### config.mk
export PLATFORM = sky130hd
export DESIGN_NAME = intr_flag_sequencer
export DESIGN_NICKNAME = d
export VERILOG_FILES = /design/src/rtl/intr_flag_sequencer_pkg.sv /design/src/rtl/intr_flag_sequencer_edge_pend.sv /design/src/rtl/intr_flag_sequencer.sv
export SDC_FILE = /design/constraint.sdc
export NUM_CORES = 1
export LEC_CHECK = 0
export BUFFER_PORTS_ARGS = -buffer_cell sky130_fd_sc_hd__buf_2
export CAP_MARGIN = 20
export CORE_ASPECT_RATIO = 0.7
export CORE_MARGIN = 3
export CORE_UTILIZATION = 44
export DETAILED_ROUTE_END_ITERATION = 8
export PLACE_DENSITY = 0.9
export SYNTH_ARGS = -nofsm -noshare
export SYNTH_HDL_FRONTEND = slang
export SYNTH_HIERARCHICAL = 1
export SYNTH_SLANG_ARGS = --single-unit
export TNS_END_PERCENT = 20
### constraint.sdc
create_clock -name CLK -period 2.3 [get_ports CLK]
set_input_delay 0.23 -clock CLK [delete_from_list [all_inputs] [get_ports CLK]]
set_output_delay 0.23 -clock CLK [all_outputs]
set_load 0.01 [all_outputs]
### src/rtl/intr_flag_sequencer_pkg.sv
// Shared types and constants for the interrupt entry/exit sequencer.
// Includes the state encoding, widths, the default vector address and the stack pointer helpers.
package intr_flag_sequencer_pkg;

    localparam int DATA_W = 8;
    localparam int CNT_W  = 4;

    localparam logic [DATA_W-1:0] VEC_ADDR_DEF = 8'h00;

    typedef enum logic [2:0] {
        IDLE    = 3'd0,
        DRAIN   = 3'd1,
        PUSH    = 3'd2,
        VREQ    = 3'd3,
        VLOAD   = 3'd4,
        RTI_POP = 3'd5,
        RTI_LD  = 3'd6
    } state_e;

    // Stack grows down; both directions wrap modulo 256.
    function automatic logic [DATA_W-1:0] sp_dec(input logic [DATA_W-1:0] sp);
        return sp - 8'd1;
    endfunction

    function automatic logic [DATA_W-1:0] sp_inc(input logic [DATA_W-1:0] sp);
        return sp + 8'd1;
    endfunction

endpackage

### src/rtl/intr_flag_sequencer_edge_pend.sv
// INTR rising-edge detector and one-deep pending latch.
// A new edge is dropped while a request is already pending; accepting the request clears it.
module intr_edge_pend
    import intr_flag_sequencer_pkg::*;
(
    input  logic CLK,
    input  logic RST,
    input  logic intr,
    input  logic accept,
    output logic pending
);

    logic intr_d_r;
    logic pending_r;
    logic edge_s;

    assign edge_s  = intr & ~intr_d_r;
    assign pending = pending_r;

    // Edge register and pending latch; accepting wins over a coincident edge.
    always_ff @(posedge CLK or negedge RST) begin
        if (!RST) begin
            intr_d_r  <= 1'b0;
            pending_r <= 1'b0;
        end else begin
            intr_d_r <= intr;
            if (accept) begin
                pending_r <= 1'b0;
            end else if (edge_s) begin
                pending_r <= 1'b1;
            end else begin
                pending_r <= pending_r;
            end
        end
    end

endmodule

### src/rtl/intr_flag_sequencer.sv
// Interrupt entry/exit sequencer: drains the pipe, pushes the return PC, loads the ISR vector and pulses F_Save.
// On RTI it pops the PC and pulses F_Restore. Interrupts are single-level only.
module intr_flag_sequencer
    import intr_flag_sequencer_pkg::*;
#(
    parameter int                DRAIN_CYCLES = 3,
    parameter logic [DATA_W-1:0] VEC_ADDR     = VEC_ADDR_DEF
)
(
    input  logic              CLK,
    input  logic              RST,
    input  logic              INTR,
    input  logic              RTI_EXEC,
    input  logic [DATA_W-1:0] PC_CUR,
    input  logic [DATA_W-1:0] SP_CUR,
    input  logic [DATA_W-1:0] MEM_RDATA,
    output logic              STALL,
    output logic              FLUSH,
    output logic              F_Save,
    output logic              F_Restore,
    output logic [DATA_W-1:0] MEM_ADDR,
    output logic [DATA_W-1:0] MEM_WDATA,
    output logic              MEM_WE,
    output logic              MEM_RE,
    output logic [DATA_W-1:0] SP_NEXT,
    output logic              SP_WE,
    output logic [DATA_W-1:0] PC_NEXT,
    output logic              PC_WE,
    output logic              IN_ISR
);

    localparam logic [CNT_W-1:0] CNT_LOAD = CNT_W'(DRAIN_CYCLES - 1);

    state_e             state_r;
    state_e             state_s;
    logic [CNT_W-1:0]   cnt_r;
    logic [CNT_W-1:0]   cnt_s;
    logic               in_isr_r;
    logic               in_isr_s;
    logic               accept_s;
    logic               pending_s;

    intr_edge_pend u_edge_pend (
        .CLK     (CLK),
        .RST     (RST),
        .intr    (INTR),
        .accept  (accept_s),
        .pending (pending_s)
    );

    assign IN_ISR = in_isr_r;

    // State, drain counter and in-service flag registers.
    always_ff @(posedge CLK or negedge RST) begin
        if (!RST) begin
            state_r  <= IDLE;
            cnt_r    <= {CNT_W{1'b0}};
            in_isr_r <= 1'b0;
        end else begin
            state_r  <= state_s;
            cnt_r    <= cnt_s;
            in_isr_r <= in_isr_s;
        end
    end

    // Next-state logic; RTI outranks a pending interrupt in IDLE.
    always_comb begin
        state_s  = state_r;
        cnt_s    = cnt_r;
        in_isr_s = in_isr_r;
        accept_s = 1'b0;
        case (state_r)
            IDLE: begin
                if (RTI_EXEC && in_isr_r) begin
                    state_s = RTI_POP;
                end else if (pending_s && !in_isr_r) begin
                    state_s  = DRAIN;
                    cnt_s    = CNT_LOAD;
                    accept_s = 1'b1;
                end else begin
                    state_s = IDLE;
                end
            end
            DRAIN: begin
                if (cnt_r == {CNT_W{1'b0}}) begin
                    state_s = PUSH;
                end else begin
                    cnt_s = cnt_r - 4'd1;
                end
            end
            PUSH:    state_s = VREQ;
            VREQ:    state_s = VLOAD;
            VLOAD: begin
                state_s  = IDLE;
                in_isr_s = 1'b1;
            end
            RTI_POP: state_s = RTI_LD;
            RTI_LD: begin
                state_s  = IDLE;
                in_isr_s = 1'b0;
            end
            default: begin
                state_s = IDLE;
                cnt_s   = {CNT_W{1'b0}};
            end
        endcase
    end

    // Moore output decode; buses stay 0 in states that do not drive them.
    always_comb begin
        STALL     = 1'b0;
        FLUSH     = 1'b0;
        F_Save    = 1'b0;
        F_Restore = 1'b0;
        MEM_ADDR  = 8'h00;
        MEM_WDATA = 8'h00;
        MEM_WE    = 1'b0;
        MEM_RE    = 1'b0;
        SP_NEXT   = 8'h00;
        SP_WE     = 1'b0;
        PC_NEXT   = 8'h00;
        PC_WE     = 1'b0;
        case (state_r)
            DRAIN: begin
                STALL = 1'b1;
            end
            PUSH: begin
                STALL     = 1'b1;
                MEM_WE    = 1'b1;
                MEM_ADDR  = SP_CUR;
                MEM_WDATA = PC_CUR;
                SP_WE     = 1'b1;
                SP_NEXT   = sp_dec(SP_CUR);
                F_Save    = 1'b1;
            end
            VREQ: begin
                STALL    = 1'b1;
                MEM_RE   = 1'b1;
                MEM_ADDR = VEC_ADDR;
            end
            VLOAD: begin
                STALL   = 1'b1;
                PC_WE   = 1'b1;
                PC_NEXT = MEM_RDATA;
                FLUSH   = 1'b1;
            end
            RTI_POP: begin
                STALL    = 1'b1;
                MEM_RE   = 1'b1;
                MEM_ADDR = sp_inc(SP_CUR);
                SP_WE    = 1'b1;
                SP_NEXT  = sp_inc(SP_CUR);
            end
            RTI_LD: begin
                STALL     = 1'b1;
                PC_WE     = 1'b1;
                PC_NEXT   = MEM_RDATA;
                FLUSH     = 1'b1;
                F_Restore = 1'b1;
            end
            default: begin
                STALL = 1'b0;
            end
        endcase
    end

endmodule

[Word level (Yosys, flattened, before mapping)]
Index checks and enable logic that the tools add are counted.
Operators by class
  $add $sub $neg: 3
  multipliers: 0
  div/mod/pow operators: 0
  magnitude comparators: 0
  equality and inequality tests: 10
  shifts and indexed selects: 0
  multiplexer cells: 24
  bitwise logic cells: 3
  reduce and logical (&&, ||, !) cells: 13
Operator list (count)
  case mux 8 bit (2 select lines): 2
  two-way mux 8 bit: 2
  case mux 3 bit (5 select lines): 1
  two-way mux 1 bit: 12
  two-way mux 4 bit: 3
  case mux 4 bit (3 select lines): 1
  == test 3 bit (second input constant): 3
  adder 8 x 1 -> 8 bit (second input constant): 1
  inequality test 2 bit (second input constant): 4
  subtractor 8 x 1 -> 8 bit (second input constant): 1
  == test 3 x 2 -> 1 bit (second input constant): 2
  two-way mux 3 bit: 2
  OR reduction 2 bit: 3
  OR reduction 6 bit: 1
  OR reduction 5 bit: 1
  logical NOT 4 bit: 1
  AND reduction 4 bit: 1
  nonzero test 2 bit: 2
  subtractor 4 x 1 -> 4 bit (second input constant): 1
  == test 3 x 1 -> 1 bit (second input constant): 1
  logical NOT 3 bit: 1
  logical AND 1 bit: 2
  NOT 1 bit: 2
  case mux 1 bit (2 select lines): 1
  other kinds (2): 2
Word-level totals
  register bits after elaboration: 10
  bits in latches: 0
  RAM bits: 0
  memory bits (read-only): 0
  input bits: 28
  output and inout bits: 41
  logic and storage cells: 58
  memories kept: 0

[Longest topological paths before layout]
  depth in word-level cells: 6
  mapped depth: 8
  mapped depth without buffers: 7

[Cells and area by module]
Netlist, hierarchy kept.
Modules (own cells, without submodules)
  intr_flag_sequencer: times used 1, cells an instance 168, area each 1162.4 µm², seq. area each 200.2 µm²
  intr_edge_pend: times used 1, cells an instance 5, area each 68.8 µm², seq. area each 50.0 µm²

[Worst setup path after synthesis]
Ideal clock, no wire load.
  path type: reg2reg
  start: register state_r[1]
  end: register cnt_r[0]
  library setup time: 0.125 ns
  arrival: 1.689 ns
  data required time: 2.175 ns
  path slack: 0.486 ns
  stages on the path, launching flop included: 7
  path buffers: 0
  clock period less this slack: 1.814 ns
  cell sequence: dfrtp_1 inv_1 ha_1 mux2_2 o21ba_2 nand2_2 mux2_4
Between the ends
  word-level cells in the longest chain between the ends: 4
  elaborated cells on any way between the ends: 14
  those cells by class: eq/ne: 9; mux: 1; bitwise: 1; reduce/logical: 3
RTL lines
  from (decl): RTL line intr_flag_sequencer.sv:34  | state_e state_r;
  from (signal assigned): RTL line intr_flag_sequencer.sv:60  | state_r <= state_s;
  == test 3 bit or == test 3 x 2 -> 1 bit (tied branches): RTL line intr_flag_sequencer.sv:72  | case (state_r)
  OR reduction 5 bit (no line)
  NOT 1 bit (no line)
  AND reduction 4 bit (no line)
  to (signal assigned): RTL line intr_flag_sequencer.sv:57  | cnt_r <= {CNT_W{1'b0}};
  to (signal assigned): RTL line intr_flag_sequencer.sv:61  | cnt_r <= cnt_s;
  to (decl): RTL line intr_flag_sequencer.sv:36  | logic [CNT_W-1:0] cnt_r;
Parallel ways exist; a longest one is shown, timed or not.
A chain may end at the register's enable or synchronous reset.

[Worst setup path after layout]
  start: register state_r[0]
  end: output SP_NEXT[4]
Between the ends
  word-level cells in the longest chain between the ends: 2
  elaborated cells on any way between the ends: 3
  those cells by class: eq/ne: 2; mux: 1
RTL lines
  == test 3 bit or == test 3 x 2 -> 1 bit (tied branches): RTL line intr_flag_sequencer.sv:123  | case (state_r)
  case mux 8 bit (2 select lines) *: RTL line intr_flag_sequencer.sv:123
  to (decl): RTL line intr_flag_sequencer.sv:25  | output logic [DATA_W-1:0] SP_NEXT,
Mark *: on every way between the ends. The rest lies on a longest branch, timed or not.

==> metrics.txt <==
status finished clean; Slew Viols, Final 0; Worst setup SP type flop; Wirelength per Cell 13.3 um; crit-path leading delay family buffers and inverters; Arr. time, crit path 1990 ps; Die X 69.2 um; Ys Warns 6; Syn Nets 209; syn_area_per_cell 7.12 um^2; Critical Path Stages 8; most frequent cells in the layout 68 x buf_2, 19 x nor2_1, 18 x and2_1; Period Utilization, post-route 96.5%; Pleak 0.877 nW; Worst Path Required 2070 ps; initial antenna violation count 0; RSZ-0062 raised after global routing true; IO Count 69; crit path kind reg -> out; hold path cells 1; DP HPWL 2.58 mm; I/O Buffers 68; DR vias/cell 5.37; number of max-cap violations 0; Final WS setup 81.5 ps; Global Route Usage Sum 19.6%; Max transition margin 67.4%; layout cells sized above 1 39.9%; Post-DRT Antenna Nets 0; Synth Cell Area 0.00123 mm^2; Hold Path Class in -> reg; Fin. Hold Viols 0; Power, Total 1.81 mW; row count 15; die area 0.00348 mm^2; CTS buffer count 3; Post-synth EDFFs 0; min Tclk post-route 2220 ps; clk root buf clkbuf_8; global-route wire length before repair 5.55 mm; power per cell area 1070 mW/mm^2; number of global-route vias before repair 1255; CTS tree yes; clock transition at the registers of the reported paths 50 ps; largest net degree at the start of global routing 17; Core Area 0.00255 mm^2; Place WS 287 ps; Max Freq 451 MHz; Synth Register Bits 10; Vias 1461; final setup vio count 0; final WL 3.61 mm; initial core utilization 48.2%; Remaining DRCs 0; routability cong. 0.826; biggest cell delay along the critical path 410 ps; crit end category output port; DRT Pass-1 Iters 4; Yosys cell types 46; nets 275; Post-Synthesis Cells 173; most used flip-flop cell after synthesis dfrtp_1; ys async rst share 100%; Peak supply drop 682 uV; clock sink total 10; Clock Path Buffers 2; Clock Skews 1.59 ps; total global routing overflow 0; crit path buf inv count 4; worst skew pair latency 240 ps; Iteration-0 DRC Markers 66; CP cell instances inv_2 > ha_2 > nand2b_1 > clkinvlp_2 > buf_4 > nand2_1 > a31oi_1 > buf_2; leading cell type in the layout, fill and taps excluded buf_2; depth of the CTS H-tree 1; Reg2Reg Depth 6; chip height 50.3 um; Worst path slowest cell dfrtp_1; crit-path max FO 7; Antenna Cells 0; sequential area share after synthesis 20.3%; Layout Area Growth over Synthesis 37.2%; Tightest Pin Transition 485 ps
[through the flow]
step           hold WS (ps)  instances  setup TNS [ps]  util (%)  cell area [um^2]
6_report                109        272               0      66.2              1690
5_1_grt                 104        272           -63.7      66.2              1690
2_1_floorplan         -65.6        173               0         -              1230
3_5_place_dp            107        263               0      61.4              1570
3_3_place_gp            104        263               0      61.4              1570
4_1_cts                 106        268               0      64.1              1640
[synthesized netlist by cell type (2+ instances only)]
library cell / number / area share, %
buf_4: 2 / 1.2
or3_1: 2 / 1.0
mux2_4: 2 / 2.4
and2_1: 18 / 9.1
o21a_1: 2 / 1.2
nand2_1: 17 / 5.2
nand2b_1: 6 / 3.0
a31oi_1: 5 / 2.5
o22ai_1: 2 / 1.0
a21oi_1: 9 / 3.7
dfrtp_1: 10 / 20
inv_1: 10 / 3.0
nor2_1: 19 / 5.8
ha_1: 8 / 8.1
clkbuf_1: 11 / 3.4
nor3_1: 8 / 3.3
o21ai_0: 10 / 4.1
a221oi_1: 2 / 1.4
nand3_1: 3 / 1.2
[kinds of logic (layout without fill, tap and decap cells)]
logic type	Yosys count	in the layout	synth area share [%]
xor gates and xnor gates	2	2	1.42
muxes	3	3	3.35
buffers and inverters	24	89	8.03
and+or+nand+nor	81	81	33.5
DFF	10	10	20.3
adders and majority gates	8	8	8.13
AOI/OAI and AO/OA	45	45	25.2
[where the power goes]
part           internal, mW  switching [mW]  total (mW)
registers             0.240          0.0798       0.319
clock network         0.151          0.0732       0.224
logic                 0.573           0.695        1.27
total                 0.963           0.848        1.81
[final timing paths]
kind	slack (ps)	from	end
min in group asynchronous	380	RST	cnt_r[3]$_DFFE_PN0P_
setup reg to reg	370	state_r[1]$_DFFE_PN0P_	cnt_r[1]$_DFFE_PN0P_
hold / removal	110	INTR	u_edge_pend/intr_d_r$_DFF_PN0_
hold reg to reg	520	cnt_r[2]$_DFFE_PN0P_	cnt_r[2]$_DFFE_PN0P_
max in group asynchronous	1710	RST	state_r[2]$_DFFE_PN0P_
setup / recovery	80	state_r[0]$_DFFE_PN0P_	SP_NEXT[4]
[registers in the layout (all words and copies together) (netlist names)]
register	flops
cnt_r	4
u_edge_pend/pending	1
u_edge_pend/intr_d_r	1
IN_ISR	1
state_r	3
[final cells by class]
class	count	area, um^2
fill	238	863
multi-input combinational	139	906
inverter	10	41.3
timing repair buffer	74	388
sequential	10	251
timing repair inverter	1	5.00
tap	34	42.5
clock buffer	4	55.1
[layer usage]
| metal | wire [um] | vias to the layer above | track usage (%) |
|---|---|---|---|
| met4 | 14 | 0 | 2.92 |
| met2 | 1630 | 64 | 30.9 |
| met5 | 0 | - | 0 |
| met1 | 1680 | 673 | 26.9 |
| met3 | 282 | 2 | 6.20 |
| li1 | - | 722 | - |
[timing repair]
item                                    in CTS  in global routing
hold buffers                                 1                  0
resized for setup                            1                  8
gates cloned                                 0                  1
buffers inserted                             0                  3
hold endpoints to repair                    10                  0
endpoints found under the setup margin       1                 17
Note: power is estimated with default switching activity, not from simulation.
